[src/rtl/activate.sv]
// Sigmoid activation stage with a backward (derivative) pass.
// Forward:  x (signed Q8.8) -> y (unsigned Q0.8) through a 4-segment
//           piecewise-linear sigmoid.
// Backward: e (signed Q8.8) -> d = (e * y*(1-y)) in signed Q8.8.
//
// state | meaning
// ARG   | waiting for x; arg_ready high
// ACT   | compute y from the captured x
// RES   | present y; hold until consumer takes it
// ERR   | waiting for e; err_ready high (training only)
// DER   | compute d from e and the y of the same sample
// FBK   | present d; hold until upstream takes it
module activate (
    input  logic        clock,
    input  logic        reset,
    input  logic        train,
    input  logic        arg_valid,
    input  logic [15:0] arg_data,
    output logic        arg_ready,
    output logic        res_valid,
    output logic [7:0]  res_data,
    input  logic        res_ready,
    input  logic        err_valid,
    input  logic [15:0] err_data,
    output logic        err_ready,
    output logic        fbk_valid,
    output logic [15:0] fbk_data,
    input  logic        fbk_ready
);

    // ARG is encoded as zero so a zero-initialised register starts idle.
    typedef enum logic [2:0] {
        ARG = 3'd0,
        ACT = 3'd1,
        RES = 3'd2,
        ERR = 3'd3,
        DER = 3'd4,
        FBK = 3'd5
    } state_t;

    state_t      state;
    logic [15:0] x_q;
    logic [15:0] e_q;
    logic [7:0]  y_q;
    logic [15:0] d_q;

    logic [16:0]        mag;
    logic [8:0]         p;
    logic [8:0]         y_full;
    logic [7:0]         y_next;
    logic [6:0]         g;
    logic signed [23:0] prod;
    logic [15:0]        d_next;

    assign arg_ready = (state == ARG);
    assign err_ready = (state == ERR);

    // Forward datapath: |x| (17 bits so 0x8000 maps to +32768), sigmoid, clamp.
    always_comb begin
        mag = x_q[15] ? (17'd0 - {1'b1, x_q}) : {1'b0, x_q};
        if (mag < 17'd256)
            p = 9'(mag >> 2) + 9'd128;
        else if (mag < 17'd608)
            p = 9'(mag >> 3) + 9'd160;
        else if (mag < 17'd1280)
            p = 9'(mag >> 5) + 9'd216;
        else
            p = 9'd256;
        y_full = x_q[15] ? (9'd256 - p) : p;
        y_next = y_full[8] ? 8'hFF : y_full[7:0];
    end

    // Backward datapath: g = y*(256-y)>>8 never exceeds 64, so e*g fits 24 bits.
    always_comb begin
        g      = 7'(({9'd0, y_q} * (17'd256 - {9'd0, y_q})) >> 8);
        prod   = $signed(e_q) * $signed({17'd0, g});
        d_next = 16'(prod >>> 8);
    end

    // Sequencer, operand capture and registered valid/data outputs.
    always_ff @(posedge clock) begin
        if (reset) begin
            state     <= ARG;
            x_q       <= 16'd0;
            e_q       <= 16'd0;
            y_q       <= 8'd0;
            d_q       <= 16'd0;
            res_valid <= 1'b0;
            res_data  <= 8'd0;
            fbk_valid <= 1'b0;
            fbk_data  <= 16'd0;
        end else begin
            case (state)
                ARG: begin
                    if (arg_valid) begin
                        x_q   <= arg_data;
                        state <= ACT;
                    end
                end
                ACT: begin
                    y_q   <= y_next;
                    state <= RES;
                end
                RES: begin
                    if (!res_valid) begin
                        res_valid <= 1'b1;
                        res_data  <= y_q;
                    end else if (res_ready) begin
                        res_valid <= 1'b0;
                        state     <= train ? ERR : ARG;
                    end
                end
                ERR: begin
                    if (err_valid) begin
                        e_q   <= err_data;
                        state <= DER;
                    end
                end
                DER: begin
                    d_q   <= d_next;
                    state <= FBK;
                end
                FBK: begin
                    if (!fbk_valid) begin
                        fbk_valid <= 1'b1;
                        fbk_data  <= d_q;
                    end else if (fbk_ready) begin
                        fbk_valid <= 1'b0;
                        state     <= ARG;
                    end
                end
                default: state <= ARG;
            endcase
        end
    end

endmodule

[config.mk]
export PLATFORM = sky130hd
export DESIGN_NAME = activate
export DESIGN_NICKNAME = d
export VERILOG_FILES = /design/src/rtl/activate.sv
export SDC_FILE = /design/constraint.sdc
export NUM_CORES = 1
export LEC_CHECK = 0
export BUFFER_PORTS_ARGS = -buffer_cell sky130_fd_sc_hd__buf_2
export CAP_MARGIN = 20
export CORE_ASPECT_RATIO = 1.4
export CORE_UTILIZATION = 50
export CTS_CLUSTER_DIAMETER = 50
export DETAILED_ROUTE_END_ITERATION = 16
export PLACE_DENSITY = 0.67
export SYNTH_ARGS = -nofsm -noshare
export SYNTH_HDL_FRONTEND = slang
export SYNTH_SLANG_ARGS = --single-unit
[constraint.sdc]
create_clock -name clock -period 23.1 [get_ports clock]
set_clock_uncertainty 0.2 [all_clocks]
set_input_delay 0 -clock clock [delete_from_list [all_inputs] [get_ports clock]]
set_output_delay 0 -clock clock [all_outputs]
set_load 0.05 [all_outputs]
Yosys cells after proc, flatten, opt, wreduce, memory -nomap -nowiden:

Cells that the tools add are included.

* flip-flop bits (word level): 85
* latch bits: 0
* bits in writable memories: 0
* ROM bits: 0
* input port bits: 39
* output and inout port bits: 28
* logic and storage cells: 57
* memories kept: 0

* $add $sub $neg: 6
* $mul: 2
* divide/modulo/power cells: 0
* order comparisons: 3
* equality and inequality tests: 11
* shifts and indexed selects: 0
* muxes and demuxes: 18
* bitwise logic cells: 2
* reductions and logical operators: 6

Operator list (count)
* 9-bit 2-to-1 mux: 4
* 9-bit by 8-bit adder with 9-bit output, second input constant: 3
* 16-bit by 8-bit multiplier with 24-bit output: 1
* 3-bit 2-to-1 mux: 6
* 3-bit case mux with 6 select lines: 1
* 17-bit by 10-bit less-than comparator with 1-bit output, second input constant: 1
* 17-bit by 11-bit less-than comparator with 1-bit output, second input constant: 1
* 17-bit by 9-bit less-than comparator with 1-bit output, second input constant: 1
* 17-bit 2-to-1 mux: 1
* 1-bit by 17-bit subtractor with 17-bit output, first input constant: 1
* 9-bit by 10-bit multiplier with 15-bit output: 1
* 2-bit != test, second input constant: 6
* 9-bit by 8-bit subtractor with 10-bit output, first input constant: 1
* 9-bit subtractor, first input constant: 1
* 8-bit 2-to-1 mux: 1
* 2-bit AND reduction: 4
* 3-bit by 2-bit equality test with 1-bit output, second input constant: 2
* 3-bit equality test, second input constant: 2
* 6-bit AND reduction: 1
* 1-bit 2-to-1 mux: 4
* 3-bit by 1-bit equality test with 1-bit output, second input constant: 1
* 3-bit zero test: 1
* 2-bit 2-to-1 mux: 1
* 1-bit NOT: 2

Logic depth before layout (Yosys ltp):

Gate-level depths: netlist of run 1.

* depth in word-level cells: 9
* depth in mapped cells: 46
* depth with buffers taken out: 44

Worst setup path after synthesis of run 1:

Ideal clock, no wire load.

* path kind: flip-flop to flip-flop
* start point: reg y_q[0]
* end point: reg d_q[14]
* library setup time: 116 ps
* arrival: 10069 ps
* required time: 22784 ps
* setup slack: 12714 ps
* stages on the path, launching flop included: 44
* path buffers: 2
* clock period less this slack: 10386 ps
* cells stage by stage: dfxtp_1 > clkbuf_1 > inv_1 > ha_1 > nand2_1 > or3_1 > inv_1 > ha_1 > nand2b_1 > fa_1 > inv_1 > fa_1 > ha_1 > inv_1 > fa_1 > inv_1 > ha_1 > a211o_1 > [8 not listed] > clkbuf_1 > and2_1 > ha_1 > fa_1 > fa_1 > inv_1 > fa_1 > inv_1 > ha_1 > and3_1 > nand2_1 > or4b_2 > nand2_1 > a31oi_1 > a211o_1 > o21ai_0 > o21ai_0 > a31o_2

* word-level cells in the longest chain between the ends: 3

RTL lines
* from (decl): RTL line 44 `logic [7:0] y_q;`
* from (signal assigned): RTL line 101 `y_q <= y_next;`
* 9-bit by 8-bit subtractor with 10-bit output: RTL line 75 `g = 7'(({9'd0, y_q} * (17'd256 - {9'd0, y_q})) >> 8);`
* 9-bit by 10-bit multiplier with 15-bit output *: RTL line 75
* 16-bit by 8-bit multiplier with 24-bit output *: RTL line 76 `prod = $signed(e_q) * $signed({17'd0, g});`
* to (signal assigned): RTL line 120 `d_q <= d_next;`
* to (decl): RTL line 45 `logic [15:0] d_q;`

Every way passes the cells marked *; elsewhere a longest branch is shown, timed or not.
A chain may end at the register's enable or synchronous reset.

Worst setup path after layout of run 1:

Ends and elaborated chain as after synthesis.

==> results of run 1 <==
## sequential cells by signal, summed over array words and instances (netlist names)
register and count:
d_q 16, e_q 16, fbk_data 16, fbk_valid 1
res_data 8, res_valid 1, state 3, x_q 16
y_q 8
## worst max-delay path: cells and delay by family, from the launching register on
kind / cells / cell delay, ns
AND/OR/NAND/NOR: 8 / 1.69
buffers and inverters: 7 / 0.45
adder cells (fa/ha/maj): 12 / 4.84
flip-flops: 1 / 0.67
AO/OA/AOI/OAI: 12 / 2.63
XOR/XNOR: 1 / 0.74
## layout make-up
| cell class | count | area (sq um) | area share, % |
|---|---|---|---|
| Multi-Input combinational cell | 875 | 7370 | 65.9 |
| Sequential cell | 85 | 1700 | 15.2 |
| Timing Repair Buffer | 114 | 783 | 7.01 |
| Inverter | 194 | 729 | 6.53 |
| Tap cell | 248 | 310 | 2.78 |
| Clock buffer | 11 | 253 | 2.26 |
| Clock inverter | 4 | 31.3 | 0.280 |
## cell families (layout without fill, tap and decap cells)
kind of cell / after synthesis / in the layout / synth area share (%)
DFF: 85 / 85 / 17.1
xor gates and xnor gates: 43 / 43 / 3.78
and+or+nand+nor: 437 / 437 / 22.3
muxes: 6 / 6 / 0.653
buffers and inverters: 239 / 323 / 9.06
other: 1 / 4 / 0.0376
adders and majority gates: 218 / 218 / 36.8
AOI/OAI and AO/OA: 167 / 167 / 10.3
## repair_timing
item | CTS | global route
hold buffers | 38 | 0
endpoints found under the hold margin | 37 | 0
setup buffers | 0 | 0
## where the power goes
part,switching (mW),internal (mW),leakage [nW]
registers,0.0144,0.153,0.689
clock network,0.0661,0.0789,0.142
logic,0.249,0.140,4.76
## worst max-delay path by stage
stage	cells after the start	start	slack [ns]	end
floorplan	43	y_q[0]	12.71	d_q[14]
global placement	39	y_q[0]	11.86	d_q[14]
detailed placement	39	y_q[0]	11.63	d_q[14]
CTS	39	y_q[0]	11.60	d_q[14]
global route	40	y_q[0]	11.07	d_q[14]
finish	40	y_q[0]	11.80	d_q[14]
## Yosys cell counts, drive strengths merged, types with 5 or more instances
| library cell | number | area (sq um) |
|---|---|---|
| fa | 125 | 2500 |
| or3 | 6 | 37.5 |
| xnor2 | 23 | 201 |
| a21oi | 87 | 435 |
| and2 | 102 | 638 |
| mux2i | 5 | 53.8 |
| a211oi | 8 | 65.1 |
| clkbuf | 42 | 158 |
| inv | 193 | 724 |
| ha | 93 | 1160 |
| nand3 | 14 | 85.1 |
| a21o | 11 | 82.6 |
| o21ai | 23 | 119 |
| o31ai | 5 | 37.5 |
| xor2 | 20 | 175 |
| nand2b | 27 | 169 |
| dfxtp | 85 | 1700 |
| nor2b | 28 | 175 |
| nor3 | 12 | 65.1 |
| nor2 | 40 | 150 |
| and3 | 5 | 31.3 |
| nand2 | 179 | 672 |
| nor3b | 5 | 37.5 |
## per-stage QoR
step / utilization (%) / setup slack [ns] / cells
after detailed placement: 54.1 / 11.63 / 1473
after floorplan: - / 12.71 / 1199
after global placement: 54.1 / 11.86 / 1473
after global routing: 57.7 / 11.07 / 1531
final: 57.7 / 11.80 / 1531
after CTS: 57.5 / 11.60 / 1526
## layout by cell type, fill, tap and decap left out, types with 3 or more instances in the layout
cell	count
conb_1	4
nor2b_1	28
nand3_1	11
and3_1	5
fa_1	125
o21a_1	4
buf_4	9
a21o_1	11
nor3b_1	5
buf_2	67
ha_1	93
mux2i_1	4
a31o_2	3
dfxtp_1	85
nand2b_1	27
xor2_1	20
nand3_2	3
dlygate4sd3_1	38
a21oi_1	87
o21ai_0	22
nor2_1	40
or3_1	6
nand2_1	179
nand4_1	4
o31ai_1	5
xnor2_1	23
a211oi_1	7
and2_1	102
clkbuf_16	9
a211o_1	4
nor3_1	11
inv_1	193
or2_2	3
## routing by layer
layer | share of wire [%] | global-route usage [%] | wire (um) | vias up
li1 | - | - | - | 3924
met4 | 2.2 | 7.84 | 482 | 0
met1 | 45 | 30.3 | 10000 | 3885
met5 | 0 | 0 | 0 | -
met2 | 50 | 41.5 | 11100 | 137
met3 | 2.3 | 2.02 | 506 | 33
==> results.tsv, run 1 <==
metric	value	unit
core	0.0194	sq mm
design_area	0.0112	sq mm
ff2ff_setup_slack	11.80	ns
grt_max_degree	88	
rows	60	
die_w	121	um
cp_slowest_cell	xor2_1	
nFillCells	1808	
rsz0062_at_grt	no	
power.leakage	5.59	nW
crit_path_start_kind	register	
hold_viol	0	
min_path_cells	4	
hold_end	x_q[0]	
fin_crit_sh	48.9	%
grt_overflow	0	
regToRegEndpoint	d_q[14]	
crit_arrival	11.34	ns
clkSinkCount	85	
ys_types	64	
clock-root-buffer	clkbuf_16	
worstPathRequired	23.15	ns
ys_seq_elements	85	
htree_num_levels	3	
track_usage	23.6	%
p_per_area	62.7	mW/mm^2
io_buffers	66	
cp-end-kind	register	
finalSetupViolations	0	
ys_warn_count	0	
die_area	0.0205	sq mm
diodes	0	
cp_max_fo	19	
worstHoldPathType	primary input to register	
avgSynthCellArea	8.33	sq um
slowest_delay	0.74	ns
clock_path_buffers	2	
synth_flop_cell	dfxtp_1	
r2r_cells	40	
clk_latency	0.35	ns
drt_wl_total	22200	um
drc	0	
critical_path_class	register to register	
place_area	0.0105	sq mm
cts_tree	built	
synthArstFlopShare	0	%
firstDrtPassIters	5	
fin_total_pwr	0.701	mW
grt_pass1_wl	38700	um
synth_edf_count	0	
r2r-start	y_q[0]	
grt_pass1_vias	8067	
tns	0	ns
synthCells	1196	
dieHeight	169	um
clk_pin_slew	0.07	ns
peakVddDrop	0.0441	mV
initialDrtViolationCount	244	
relSlewSlack	34.1	%
nets	1536	
post-route-min-period	11.30	ns
numCtsBuffers	9	
syn_area	0.00996	sq mm
cts_resized	0	
drive_gt1_share	8.65	%
hold_path.startpoint	arg_valid	
routed_via_density	5.21	
crit_top_cell	inv_1	
start_util	51.4	%
ys_seq_area_share	17.1	%
hpwl	16900	um
ant_nets	0	
place_congestion	0.842	
status	complete, no violations	
antenna_found_initial	0	
wire_per_inst	14.5	um
slew_violations	0	
maxCapViolCount	0	
synthToLayoutAreaGrowth	12.2	%
fmax	0.0885	GHz
num_io_pins	67	
vias	7979	
hold_slack	0.153	ns
worst_slew_pin_slew	0.986	ns
Note: power is estimated with default switching activity, not from simulation.
==> run 2, diff against run 1 <==
Settings changed: ABC_AREA set to 1, PLACE_DENSITY 0.67 to 0.69.
Clock period 23.1 ns to 9.9 ns, I/O delays scaled along.
==> run 2 against run 1 <==
- fmax is 20% higher
- critical path depth rose by 6
- die area increased by 3.3%
- final cell count is 17% higher
- non-clock buffer count grew 19
- synthesized cell count up 19%
- first-iteration DRC count up 150%
- sequential cell count unchanged
==> results.tsv, run 2 <==
metric	value	unit	change
die_w	123	um	+1.6%
hold_slack	0.0397	ns	-0.113 ns
ys_types	44		-31%
synth_edf_count	0		unchanged
worstHoldPathType	primary input to register		
clk_latency	0.36	ns	about the same
cts_tree	built		
hold_path.startpoint	arg_valid		
synth_flop_cell	dfxtp_1		
start_util	51.5	%	about the same
core	0.0200	sq mm	+3.2%
synthArstFlopShare	0	%	unchanged
syn_area	0.0103	sq mm	+3.3%
cp-end-kind	register		
nets	1793		+17%
dp_cells	1725		+17%
die_area	0.0212	sq mm	+3.3%
dieHeight	172	um	+1.6%
layout.cells.non_filler	1793		+17%
fin_crit_sh	94.7	%	+46 points
synth_area_leaders	fa_1 24%, dfxtp_1 17%, ha_1 11%		
fmax	0.107	GHz	+20%
synth_top_area_share	24.3	%	-0.80 points
synthTopCellsByCount	303 x inv_1, 228 x nor2_1, 211 x nand2_1		
synthCells	1427		+19%
mostFrequentLayoutCells	297 x inv_1, 222 x nor2_1, 204 x nand2_1		
regToRegEndpoint	d_q[12]		
rsz0062_at_grt	yes		
clock-root-buffer	clkbuf_16		
ys_seq_elements	85		unchanged
min_path_cells	5		+1
yosysMostFrequentCell	inv_1		
r2r_cells	46		+15%
clk_pin_slew	0.08	ns	about the same
drive_gt1_share	12.5	%	+3.9 points
maxCapViolCount	0		unchanged
hold_viol	0		unchanged
grt_pass1_wl	43300	um	+12%
htree_num_levels	3		unchanged
final_common_cell	inv_1		
ys_seq_area_share	16.5	%	-0.55 points
clkSinkCount	85		unchanged
crit_path_start_kind	register		
grt_max_degree	34		-61%
drt_wl_total	26300	um	+19%
initialDrtViolationCount	600		+150%
ant_nets	0		unchanged
clock_path_buffers	2		unchanged
worst_slew_pin_slew	1.02	ns	+0.0315 ns
finalSetupViolations	0		unchanged
routed_via_density	5.15		-1.2%
fin_util	59.7	%	+2.0 points
avgSynthCellArea	7.21	sq um	-13%
firstDrtPassIters	6		+1
hold_end	state[2]		
r2r-start	y_q[0]		
rows	61		+1.7%
synthToLayoutAreaGrowth	16.1	%	
relSlewSlack	32.1	%	-1.9 points
cp_slowest_cell	fa_1		
tns	0	ns	unchanged
crit_arrival	9.46	ns	-1.88 ns
hpwl	20500	um	+21%
post-route-min-period	9.38	ns	-1.92 ns
worstPathRequired	9.99	ns	-13.16 ns
diodes	0		unchanged
ff2ff_setup_slack	0.52	ns	-11.28 ns
antenna_found_initial	0		unchanged
grt_pass1_vias	9432		+17%
slew_violations	0		unchanged
yosysTopAreaCell	fa_1		
ys_warn_count	0		unchanged
place_congestion	0.887		+5.4%
drc	0		unchanged
wire_per_inst	14.7	um	+1.4%
track_usage	26.6	%	+2.9 points
num_io_pins	67		unchanged
status	complete, no violations		
io_buffers	66		unchanged
numCtsBuffers	9		unchanged
vias	9235		+16%
cp_max_fo	7		-12
slowest_delay	0.56	ns	-0.18 ns
critical_path_class	register to register		
grt_overflow	0		unchanged
==> run 2: logic make-up (layout without fill, tap and decap cells) <==
kind of cell	Yosys count	after routing	share of synthesized area [%]
AND/OR/NAND/NOR	555	555	22.8
flip-flops	85	85	16.5
adder cells (fa/ha/maj)	218	218	35.6
other	1	4	0.0364
buffers and inverters	348	459	12.8
AO/OA/AOI/OAI	193	193	9.90
XOR/XNOR	27	27	2.30
==> run 2: final cells by class <==
class	instances	area (sq um)
clock inverters	7	75.1
fillers	1897	8050
repair inverters	1	7.51
inverters	309	1170
flip-flops and latches	85	1700
repair buffers	133	958
clock buffers	9	225
multi-input cells	997	7500
well taps	252	315
==> run 2: worst max path at each step <==
| stage | from | slack, ns | endpoint |
|---|---|---|---|
| after global placement | y_q[1] | 0.12 | d_q[15] |
| after global routing | y_q[0] | -0.07 | d_q[14] |
| after CTS | y_q[1] | 0.09 | d_q[15] |
| final | y_q[0] | 0.52 | d_q[12] |
| after floorplan | y_q[1] | 0.74 | d_q[12] |
| after detailed placement | y_q[1] | -0.03 | d_q[15] |
==> run 2: critical path: cells and delay by family, from the launching register on <==
| kind | cells | cell delay, ns |
|---|---|---|
| buffers and inverters | 11 | 0.98 |
| AND/OR/NAND/NOR | 14 | 1.56 |
| adder cells (fa/ha/maj) | 12 | 4.89 |
| AO/OA/AOI/OAI | 8 | 1.06 |
| flip-flops | 1 | 0.34 |
| XOR/XNOR | 1 | 0.25 |
==> run 2: timing repair <==
item	CTS	global route
hold endpoints to repair	52	1
endpoints found under the setup margin	2	16
buffers inserted	0	9
pin swaps	0	11
gates resized for setup	1	63
cloned	0	1
hold buffers	39	1
==> run 2: through the flow <==
step,setup WS [ns],area (sq um)
after floorplan,0.745,10300
after CTS,0.0918,11600
after global routing,-0.0704,11900
final,0.525,11900
after detailed placement,-0.0262,10900
after global placement,0.117,10900
==> run 2: layer usage <==
layer  global-route usage [%]  part of all wire, %  vias up
li1                         -                    -     4583
met1                     28.0                   39     4414
met2                     51.8                   55      173
met3                     3.25                  2.5       65
met4                     10.7                  3.3        0
met5                        0                    0        -
Power of run 2 is left out: the tool's default activity adds up to more than one toggle a clock period on the data nets, which glitch-free logic cannot reach.
==> run 3, diff against run 2 <==
Settings changed: CTS_BUF_LIST set to sky130_fd_sc_hd__clkbuf_8, GPL_TIMING_DRIVEN set to 0.
==> run 3 against run 2 <==
- hold slack better by 0.058 ns
- die area is the same
- non-clock buffer count up 20
- critical path depth shrank 5
- utilization increased by 0.056 points
- final cell count is 1.1% higher
- worst setup slack got worse by 0.047 ns
- clock-buffer cell count did not move
- wire length grew 4.7%
- sequential cell count unchanged
- global-route usage up 1.3 points
- first-iteration DRC count shrank 17%
==> results.tsv, run 3 (synthesized netlist as in run 2, its figures left out) <==
metric	value	unit	change
status	complete, no violations		
cp_slowest_cell	fa_1		
crit_arrival	9.50	ns	+0.04 ns
nFillCells	1874		-1.2%
worst_slew_pin_slew	1.09	ns	+0.0773 ns
cp_max_fo	10		+3
fmax	0.106	GHz	-0.50%
rsz0062_at_grt	yes		
clk_latency	0.39	ns	+0.03 ns
die_w	123	um	unchanged
worst_slack	0.478	ns	-0.0466 ns
dp_slack	-0.871	ns	-0.845 ns
hold_viol	0		unchanged
grt_max_degree	17		-50%
grt_pass1_vias	9535		+1.1%
clock-root-buffer	clkbuf_8		
firstDrtPassIters	5		-1
grt_overflow	0		unchanged
final_common_cell	inv_1		
routed_via_density	5.25		+2.0%
dieHeight	172	um	unchanged
relSlewSlack	25.2	%	-6.9 points
die_area	0.0212	sq mm	unchanged
hold_slack	0.0974	ns	+0.0577 ns
io_buffers	66		unchanged
core	0.0200	sq mm	unchanged
cp_num_buf_inv	11		unchanged
clkSinkCount	85		unchanged
start_util	51.5	%	unchanged
critical_path_class	register to register		
clk_pin_slew	0.11	ns	+0.03 ns
nets	1812		+1.1%
crit_path_start_kind	register		
cp_top_family	adder cells		
mostFrequentLayoutCells	294 x inv_1, 224 x nor2_1, 200 x nand2_1		
worstHoldPathType	primary input to register		
initialDrtViolationCount	500		-17%
numCtsBuffers	9		unchanged
ant_nets	0		unchanged
cp-end-kind	register		
num_io_pins	67		unchanged
finalSetupViolations	0		unchanged
htree_num_levels	3		unchanged
place_congestion	0.894		+0.74%
slew_violations	0		unchanged
vias	9515		+3.0%
post-route-min-period	9.42	ns	+0.0466 ns
fin_util	59.8	%	about the same
worstPathRequired	9.98	ns	about the same
slowest_delay	0.58	ns	+0.02 ns
track_usage	27.9	%	+1.3 points
drive_gt1_share	13.1	%	+0.55 points
diodes	0		unchanged
wire_per_inst	15.2	um	+3.6%
hpwl	22000	um	+7.3%
antenna_found_initial	0		unchanged
rows	61		unchanged
clock_path_buffers	2		unchanged
fin_crit_sh	95.2	%	+0.47 points
tns	0	ns	unchanged
drt_wl_total	27500	um	+4.7%
grt_pass1_wl	45200	um	+4.5%
maxCapViolCount	0		unchanged
drc	0		unchanged
synthToLayoutAreaGrowth	16.2	%	about the same
cts_tree	built		
[run 3: changes by cell type in the layout (fill, tap and decap cells not counted), sizes merged]
| cell | change |
|---|---|
| clkbuf | +30 |
| buf | -8 |
| bufinv | +3 |
| clkinv | -2 |
| clkinvlp | -2 |
| dlygate4sd3 | -1 |
| dlymetal6s2s | -1 |
[run 3: layout make-up]
| class | instances | area, sq um | share of cell area [%] |
|---|---|---|---|
| clock buffers | 9 | 124 | 1.04 |
| well taps | 252 | 315 | 2.64 |
| flip-flops and latches | 85 | 1710 | 14.3 |
| multi-input cells | 997 | 7520 | 62.9 |
| clock inverters | 7 | 128 | 1.07 |
| plain buffers | 36 | 176 | 1.48 |
| inverters | 309 | 1170 | 9.77 |
| repair buffers | 117 | 808 | 6.76 |
[run 3: worst paths after layout]
kind / from / slack, ns / cells past startpoint / to
max: y_q[4] / 0.48 / 41 / d_q[9]
min: arg_valid / 0.1 / 4 / state[0]
max reg2reg: y_q[4] / 0.48 / 41 / d_q[9]
min reg2reg: res_data[2] / 0.26 / 2 / res_data[2]
[run 3: repair_timing]
| item | in CTS | in global routing |
|---|---|---|
| buffers inserted | 3 | 9 |
| pin swaps | 3 | 14 |
| endpoints found under the hold margin | 38 | 0 |
| setup endpoints to repair | 16 | 16 |
| gates resized for setup | 22 | 80 |
| hold buffers | 39 | 0 |
[run 3: routing by layer]
metal | routed length [um] | track usage, % | share of wire [%] | up-vias
met5 | 0 | 0 | 0 | -
met4 | 1190 | 13.4 | 4.3 | 0
met3 | 911 | 3.35 | 3.3 | 74
met2 | 14900 | 52.8 | 54 | 233
met1 | 10600 | 30.1 | 38 | 4586
li1 | - | - | - | 4622
[run 3: metrics by stage]
step | area [sq um] | cells
floorplan | 10300 | 1430
detailed placement | 10900 | 1748
global placement | 10900 | 1748
finish | 12000 | 1812
global route | 12000 | 1812
CTS | 11700 | 1806
[run 3: worst reg2reg max path: cells and delay by family, from the launching register on]
kind / cells / cell delay, ns
compound gates: 9 / 1.09
xor+xnor: 1 / 0.22
fa+ha+maj: 11 / 5.05
buf+inv: 11 / 1.14
flops: 1 / 0.33
simple gates: 9 / 1.22
Power of run 3 is left out for the same reason.
